`src/rtl/fifo_pkt_writer_if.sv`:
```
// Upstream stream plus async-FIFO write-port signals of the packet writer.
// The master modport is the writer's view; slave is the environment's view.
interface fifo_pkt_writer_if #(
  parameter int DATA_WIDTH = 8
);
  logic                  s_valid;
  logic [DATA_WIDTH-1:0] s_data;
  logic                  s_last;
  logic                  s_ready;
  logic                  fifo_wr_inc;
  logic [DATA_WIDTH-1:0] fifo_wr_data;
  logic                  fifo_wr_full;

  modport master (
    input  s_valid, s_data, s_last, fifo_wr_full,
    output s_ready, fifo_wr_inc, fifo_wr_data
  );

  modport slave (
    output s_valid, s_data, s_last, fifo_wr_full,
    input  s_ready, fifo_wr_inc, fifo_wr_data
  );
endinterface

```
`src/rtl/fifo_pkt_writer.sv`:
```
// Store-and-forward packet writer: buffers a packet, then writes length header,
// payload and (with FIFO_PKT_WRITER_CHK_EN defined) an XOR trailer to an async FIFO.
module fifo_pkt_writer #(
  parameter int DATA_WIDTH = 8,
  parameter int MAX_PKT    = 16
) (
  input  logic                 wr_clk,
  input  logic                 rst_n,
  fifo_pkt_writer_if.master    bus,
  output logic [15:0]          pkt_count,
  output logic                 overflow_err
);

  localparam int CW    = $clog2(MAX_PKT + 1);
  localparam int IW    = (MAX_PKT > 1) ? $clog2(MAX_PKT) : 1;
  localparam int DEPTH = 1 << IW;

  typedef enum logic [1:0] {
    COLLECT = 2'd0,
    HEADER  = 2'd1,
`ifdef FIFO_PKT_WRITER_CHK_EN
    PAYLOAD = 2'd2,
    TRAILER = 2'd3
`else
    PAYLOAD = 2'd2
`endif
  } state_t;

  state_t                state_q, state_d;
  logic [CW-1:0]         cnt_q, cnt_d;
  logic [CW-1:0]         len_q, len_d;
  logic [IW-1:0]         idx_q, idx_d;
  logic [15:0]           pkt_q, pkt_d;
  logic                  ovf_q, ovf_d;
  logic [DATA_WIDTH-1:0] buf_mem [DEPTH];
  logic [CW-1:0]         cnt_inc;
  logic                  accept;
  logic                  s_ready;
  logic                  wr_inc;
  logic [DATA_WIDTH-1:0] wr_data;
`ifdef FIFO_PKT_WRITER_CHK_EN
  logic [DATA_WIDTH-1:0] chk_q, chk_d;
`endif

  always_comb begin
    state_d = state_q;
    cnt_d   = cnt_q;
    len_d   = len_q;
    idx_d   = idx_q;
    pkt_d   = pkt_q;
    ovf_d   = ovf_q;
`ifdef FIFO_PKT_WRITER_CHK_EN
    chk_d   = chk_q;
`endif
    s_ready = 1'b0;
    wr_inc  = 1'b0;
    wr_data = '0;
    accept  = 1'b0;
    cnt_inc = cnt_q + CW'(1);

    case (state_q)
      COLLECT: begin
        s_ready = 1'b1;
        accept  = bus.s_valid;
        if (accept) begin
          cnt_d = cnt_inc;
`ifdef FIFO_PKT_WRITER_CHK_EN
          chk_d = (cnt_q == '0) ? bus.s_data : (chk_q ^ bus.s_data);
`endif
          // A full buffer closes the packet even without s_last.
          if (bus.s_last || (cnt_inc == CW'(MAX_PKT))) begin
            len_d   = cnt_inc;
            cnt_d   = '0;
            state_d = HEADER;
            if (!bus.s_last) ovf_d = 1'b1;
          end
        end
      end
      HEADER: begin
        wr_inc  = !bus.fifo_wr_full;
        wr_data = DATA_WIDTH'(len_q);
        if (wr_inc) begin
          state_d = PAYLOAD;
          idx_d   = '0;
        end
      end
      PAYLOAD: begin
        wr_inc  = !bus.fifo_wr_full;
        wr_data = buf_mem[idx_q];
        if (wr_inc) begin
          if (CW'(idx_q) == (len_q - CW'(1))) begin
`ifdef FIFO_PKT_WRITER_CHK_EN
            state_d = TRAILER;
`else
            state_d = COLLECT;
            pkt_d   = pkt_q + 16'd1;
`endif
          end else begin
            idx_d = idx_q + IW'(1);
          end
        end
      end
`ifdef FIFO_PKT_WRITER_CHK_EN
      TRAILER: begin
        wr_inc  = !bus.fifo_wr_full;
        wr_data = chk_q;
        if (wr_inc) begin
          state_d = COLLECT;
          pkt_d   = pkt_q + 16'd1;
        end
      end
`endif
      default: state_d = COLLECT;
    endcase
  end

  always_ff @(posedge wr_clk or negedge rst_n) begin
    if (!rst_n) begin
      state_q <= COLLECT;
      cnt_q   <= '0;
      len_q   <= '0;
      idx_q   <= '0;
      pkt_q   <= '0;
      ovf_q   <= 1'b0;
`ifdef FIFO_PKT_WRITER_CHK_EN
      chk_q   <= '0;
`endif
    end else begin
      state_q <= state_d;
      cnt_q   <= cnt_d;
      len_q   <= len_d;
      idx_q   <= idx_d;
      pkt_q   <= pkt_d;
      ovf_q   <= ovf_d;
`ifdef FIFO_PKT_WRITER_CHK_EN
      chk_q   <= chk_d;
`endif
    end
  end

  // Packet storage needs no reset: only words written this packet are read.
  always_ff @(posedge wr_clk) begin
    if (accept) buf_mem[cnt_q[IW-1:0]] <= bus.s_data;
  end

  assign bus.s_ready      = s_ready;
  assign bus.fifo_wr_inc  = wr_inc;
  assign bus.fifo_wr_data = wr_data;
  assign pkt_count        = pkt_q;
  assign overflow_err     = ovf_q;

endmodule
```
`src/flat_wrapper.sv`:
```
// flat-port wrapper written by rule: the top's interface ports become plain ports
module fifo_pkt_writer_flat 
#(
  parameter int DATA_WIDTH = 8,
  parameter int MAX_PKT    = 16
)
  (wr_clk, rst_n, pkt_count, overflow_err, bus_s_valid, bus_s_data, bus_s_last, bus_fifo_wr_full, bus_s_ready, bus_fifo_wr_inc, bus_fifo_wr_data);
  fifo_pkt_writer_if #(.DATA_WIDTH(DATA_WIDTH)) bus_i ();
  input  logic wr_clk;
  input  logic rst_n;
  output logic [15:0] pkt_count;
  output logic overflow_err;
  input wire logic [$bits(bus_i.s_valid)-1:0] bus_s_valid;
  input wire logic [$bits(bus_i.s_data)-1:0] bus_s_data;
  input wire logic [$bits(bus_i.s_last)-1:0] bus_s_last;
  input wire logic [$bits(bus_i.fifo_wr_full)-1:0] bus_fifo_wr_full;
  output wire logic [$bits(bus_i.s_ready)-1:0] bus_s_ready;
  output wire logic [$bits(bus_i.fifo_wr_inc)-1:0] bus_fifo_wr_inc;
  output wire logic [$bits(bus_i.fifo_wr_data)-1:0] bus_fifo_wr_data;
  assign bus_i.s_valid = bus_s_valid;
  assign bus_i.s_data = bus_s_data;
  assign bus_i.s_last = bus_s_last;
  assign bus_i.fifo_wr_full = bus_fifo_wr_full;
  assign bus_s_ready = bus_i.s_ready;
  assign bus_fifo_wr_inc = bus_i.fifo_wr_inc;
  assign bus_fifo_wr_data = bus_i.fifo_wr_data;
  fifo_pkt_writer #(.DATA_WIDTH(DATA_WIDTH), .MAX_PKT(MAX_PKT)) u_core (.wr_clk(wr_clk), .rst_n(rst_n), .bus(bus_i), .pkt_count(pkt_count), .overflow_err(overflow_err));
endmodule
```
`config.mk`:
```
export PLATFORM = sky130hd
export DESIGN_NAME = fifo_pkt_writer_flat
export DESIGN_NICKNAME = d
export VERILOG_FILES = /design/src/rtl/fifo_pkt_writer_if.sv /design/src/rtl/fifo_pkt_writer.sv /design/src/flat_wrapper.sv
export SDC_FILE = /design/constraint.sdc
export NUM_CORES = 1
export LEC_CHECK = 0
export CAP_MARGIN = 25
export CORE_MARGIN = 1
export CORE_UTILIZATION = 35
export CTS_BUF_LIST = sky130_fd_sc_hd__clkbuf_16
export CTS_CLUSTER_DIAMETER = 120
export CTS_CLUSTER_SIZE = 12
export DETAILED_ROUTE_END_ITERATION = 8
export SYNTH_ARGS = -nofsm -noshare
export SYNTH_HDL_FRONTEND = slang
export SYNTH_SLANG_ARGS = --single-unit
```
`constraint.sdc`:
```
create_clock -name wr_clk -period 7 [get_ports wr_clk]
set_input_delay 1.05 -clock wr_clk [delete_from_list [all_inputs] [get_ports wr_clk]]
set_output_delay 1.05 -clock wr_clk [all_outputs]
set_load 0.05 [all_outputs]
```
; Word level (Yosys, flattened, before mapping)
; Memory sizes are Yosys's and may differ from the RTL's.
; Cells that the tools add are included.
[word_totals]
regBits = 33
mem_bits_rw = 128
in_bits = 13
elab_cells = 51
n_memories = 1
[mem_list]
columns = memory, depth, width, read_ports, rd_clocked_by_memory_dff, write_ports, line_no
row1 = u_core.buf_mem, 16, 8, 1, 0, 1, fifo_pkt_writer.sv:35  ; logic [DATA_WIDTH-1:0] buf_mem [DEPTH];
[op_classes]
addsub = 4
eq_ne = 10
muxes = 17
bitwise_logic = 2
n_reduce_logical = 11
[ops]
columns = operator, n
row1 = 16-bit by 1-bit adder with 16-bit output (second input constant), 1
row2 = 8-bit one-hot mux with 2 select lines, 1
row3 = 4-bit 2-to-1 mux, 3
row4 = 2-bit 2-to-1 mux, 5
row5 = 2-bit inequality test (second input constant), 4
row6 = 4-bit one-hot mux with 2 select lines, 1
row7 = 4-bit AND reduction, 2
row8 = 2-bit one-hot mux with 3 select lines, 1
row9 = 3-bit AND reduction, 2
row10 = 5-bit by 1-bit adder with 5-bit output (second input constant), 1
row11 = 4-bit by 5-bit == test with 1-bit output, 1
row12 = 5-bit == test (second input constant), 1
row13 = 1-bit 2-to-1 mux, 5
row14 = 5-bit 2-to-1 mux, 1
row15 = 5-bit AND reduction, 1
row16 = 5-bit by 1-bit subtractor with 5-bit output (second input constant), 1
row17 = 4-bit by 1-bit adder with 4-bit output (second input constant), 1
row18 = 2-bit by 1-bit inequality test with 1-bit output (second input constant), 2
row19 = 2-bit by 1-bit == test with 1-bit output (second input constant), 1
row20 = 2-bit == test (second input constant), 1
row21 = 2-bit zero test, 1
row22 = 1-bit inverter, 2
row23 = 2-bit AND reduction, 1
row24 = 2-bit nonzero test, 1
row25 = 3 further kinds, 3

; Longest topological paths before layout
[logic_depth]
depth_word = 6
ltp_mapped = 8
depth_no_buf = 7

; Worst setup path after synthesis
; OpenSTA, ideal clock, no wires.
[synth_path]
path_kind = register to output
startpoint = register u_core.idx_q[1]
endpoint = output port bus_fifo_wr_data[0]
arrival_ns = 2.463
required_time_ns = 5.950
setup_slack_ns = 3.487
path_stages_with_launch = 7
path_buffers = 3
cell_sequence = dfrtp_1 -> buf_4 -> buf_2 -> clkbuf_1 -> mux4_2 -> mux2i_1 -> o21ai_0
[synth_via]
elab_chain_cells = 2
[synth_lines]
columns = element, line_no
row1 = "start, declared", fifo_pkt_writer.sv:32  ; logic [IW-1:0] idx_q, idx_d;
row2 = "start signal, assigned", fifo_pkt_writer.sv:132  ; idx_q <= idx_d;
row3 = memory 16 x 8 bit, --
row4 = 8-bit one-hot mux with 2 select lines, fifo_pkt_writer.sv:61  ; case (state_q)
row5 = "end, declared", flat_wrapper.sv:19  ; output wire logic [$bits(bus_i.fifo_wr_data)-1:0] bus_fifo_wr_data;
; Every way passes these cells.

; Final worst setup path
[layout_path]
startpoint = register u_core.idx_q[0]
endpoint = output port bus_fifo_wr_data[7]
; Same word-level chain as after synthesis.

==> flow_metrics.env <==
export IMPL_status="complete, no violations"
export IMPL_crit_fanout=39
export IMPL_synth_top_cell_area_share=0.549
export IMPL_drc=0
export IMPL_cp_start_kind="flip-flop"
export IMPL_cts_buffers=17
export IMPL_rsz0062_at_grt="false"
export IMPL_min_path_type="reg -> reg"
export IMPL_fmax_ghz=0.229
export IMPL_gr_usage_met1=0.218
export IMPL_maxCapViolCount=0
export IMPL_drt_wl_total_um=14900
export IMPL_portBuffers=39
export IMPL_use_met3=0.0350
export IMPL_dp_hpwl_um=9270
export IMPL_drive_above_1_share=0.185
export IMPL_power_w=0.00295
export IMPL_hold_end="u_core.pkt_count[15]"
export IMPL_vias=3893
export IMPL_clock_root_buffer="clkbuf_16"
export IMPL_power_density_mw_per_mm2=357
export IMPL_synth_cell_types=54
export IMPL_cp_required_ns=5.95
export IMPL_clkLatencyLatePin_ns=0.43
export IMPL_post_cts_setup_buffers=0
export IMPL_antenna_cells=0
export IMPL_setup_violations=0
export IMPL_grt_use_total=0.157
export IMPL_area_delta_synth_final_pct=18.4
export IMPL_whs_path_depth=1
export IMPL_timing_rr_end="u_core.pkt_count[1]"
export IMPL_netlist_area_sq_mm=0.00700
export IMPL_antenna_found_initial=0
export IMPL_busiest_layer="met2"
export IMPL_core_area_sq_mm=0.0195
export IMPL_r2r_start="u_core.idx_q[0]"
export IMPL_fin_skew_ns=0.00781
export IMPL_maxSlewHeadroom=0.520
export IMPL_holdBufCountCts=0
export IMPL_yosys_area_top_type="edfxtp_1"
export IMPL_finalSetupTns_ns=0
export IMPL_syn_inst=421
export IMPL_gp_congestion=0.828
export IMPL_layout_nets=492
export IMPL_rr_worst_depth=6
export IMPL_grt_pass1_wl_um=22900
export IMPL_tightest_slew_ns=0.721
export IMPL_ys_ff_latch=161
export IMPL_fill_cells=1746
export IMPL_crit_type="reg -> out"
export IMPL_die_h_um=143
export IMPL_die_area_sq_mm=0.0206
export IMPL_fin_crit_ns=4.37
export IMPL_row_count=51
export IMPL_post_dp_cell_area_sq_mm=0.00769
export IMPL_use_met2=0.239
export IMPL_cts_tree="done"
export IMPL_ant_nets=0
export IMPL_grt_max_degree=40
export IMPL_critPathCaptureType="output port"
export IMPL_drtPass1Iterations=4
export IMPL_synth_area_top_cells="edfxtp_1 55%, dfrtp_1 12%, mux4_2 11%"
export IMPL_peakVddDrop_v=0.000174
export IMPL_r2r_setup_slack_ns=4.57
export IMPL_post_cts_resized=0
export IMPL_start_util=0.358
export IMPL_worstHoldStart="u_core.pkt_count[15]"
export IMPL_clock_sinks=161
export IMPL_drtIter0Drc=288
export IMPL_leakage_nw=2.88
export IMPL_clock_path_buffers=2
export IMPL_fp_dieW_um=143
export IMPL_routedWlPerCell_um=19.9
export IMPL_async_reset_ff_frac=0.205
export IMPL_globalRoute_totalOverflow=0
export IMPL_io_pins=40
export IMPL_drv_slew=0
export IMPL_period_share=0.625
export IMPL_synth_edf_count=128
export IMPL_cts_max_level=4
export IMPL_seq_area_frac_synth=0.667
export IMPL_routed_via_density=5.22
export IMPL_grt_pass1_vias=3858
export IMPL_syn_num_nets=445
export IMPL_clkSlewWorstSetupHoldPaths_ns=0.07
export IMPL_syn_area_per_cell_sq_um=16.6
export IMPL_hold_viol_final=0
export IMPL_ys_flop_type="edfxtp_1"
export IMPL_ys_warn_count=0
export IMPL_hold_slack_ns=0.464
export IMPL_worstPathArrival_ns=3.32
export IMPL_stdcell_area_sq_mm=0.00829
how the worst max path moves through the flow:
stage / start / depth (start not counted) / slack (ns) / end
floorplan: u_core.idx_q[1] / 6 / 3.49 / bus_fifo_wr_data[0]
global placement: u_core.idx_q[0] / 5 / 3.07 / bus_fifo_wr_data[7]
detailed placement: u_core.idx_q[0] / 5 / 3.04 / bus_fifo_wr_data[7]
CTS: u_core.idx_q[0] / 5 / 2.56 / bus_fifo_wr_data[7]
global route: u_core.idx_q[0] / 7 / 2.44 / bus_fifo_wr_data[2]
finish: u_core.idx_q[0] / 5 / 2.63 / bus_fifo_wr_data[7]
cell type report:
type	instances	area [sq um]	share of cell area
clock buffers	17	425	0.0513
clock inverters	15	168	0.0202
inverters	9	33.8	0.00408
repair buffers	49	485	0.0586
well taps	265	332	0.0400
multi-input cells	230	2170	0.262
flip-flops and latches	161	4670	0.564
cell usage after synthesis, types with 3 or more instances:
| cell | number |
|---|---|
| mux2_2 | 3 |
| o2bb2ai_1 | 3 |
| nor3_1 | 9 |
| buf_2 | 5 |
| clkbuf_1 | 9 |
| and2_1 | 9 |
| a21oi_1 | 7 |
| buf_6 | 4 |
| ha_1 | 11 |
| mux2i_1 | 10 |
| and3_1 | 8 |
| a31oi_1 | 8 |
| nor2b_1 | 5 |
| xnor2_1 | 6 |
| inv_1 | 9 |
| edfxtp_1 | 128 |
| o21ai_0 | 11 |
| mux4_2 | 35 |
| nor2_1 | 15 |
| dfrtp_1 | 33 |
| nor3b_1 | 6 |
| xor2_1 | 16 |
| nand3_1 | 12 |
| nand2_1 | 20 |
per-stage QoR:
stage | worst slack [ns] | std cells | util
floorplan | 3.49 | 421 | -
global placement | 3.07 | 711 | 0.392
detailed placement | 3.04 | 714 | 0.394
CTS | 2.56 | 746 | 0.424
global route | 2.44 | 746 | 0.424
finish | 2.63 | 746 | 0.424
critical path, cell delays in order, from the launching register on:
cell and delay, ns:
dfrtp_2 0.34, buf_4 0.55, mux4_2 0.60, mux4_2 0.47, nor2b_1 0.17, clkdlybuf4s50_1 0.71
sequential cells by signal, indices dropped and copies added (netlist names):
signal               count
u_core.buf_mem         128
u_core.cnt_q             5
u_core.idx_q             4
u_core.len_q             5
u_core.overflow_err      1
u_core.pkt_count        16
u_core.state_q           2
kinds of logic after synthesis:
kind of cell,count (synthesis),synth area share
xor gates and xnor gates,23,0.0299
DFF,161,0.667
and+or+nand+nor,100,0.0801
AOI/OAI and AO/OA,47,0.0468
adders and majority gates,11,0.0197
muxes,49,0.134
buffers and inverters,30,0.0223
per-layer routing:
layer	part of all wire	wire length [um]
met2	0.46	6900
met4	0.015	221
met3	0.043	636
met5	0	0
met1	0.48	7120
cells in the final DEF (no fill, tap or decap), drive strengths merged, types with 3 or more instances in the layout:
cell / instances
mux2: 4
nor3b: 6
mux4: 35
nand3: 12
nand2: 20
and3: 8
mux2i: 10
nor3: 9
nor2: 15
dfrtp: 33
edfxtp: 128
xor2: 16
and2: 9
a31oi: 8
o21ai: 11
inv: 17
a21oi: 8
clkinv: 4
clkdlybuf4s50: 39
o2bb2ai: 3
xnor2: 7
nor2b: 5
buf: 10
ha: 11
clkbuf: 17
power by group:
group	switching [W]	leakage, nW	internal [W]	total (W)
sequential	0.0000714	1.59	0.00111	0.00118
clock	0.000403	0.292	0.000536	0.000939
combinational	0.000471	1.00	0.000366	0.000837
Power figures use the tool's default switching activity.
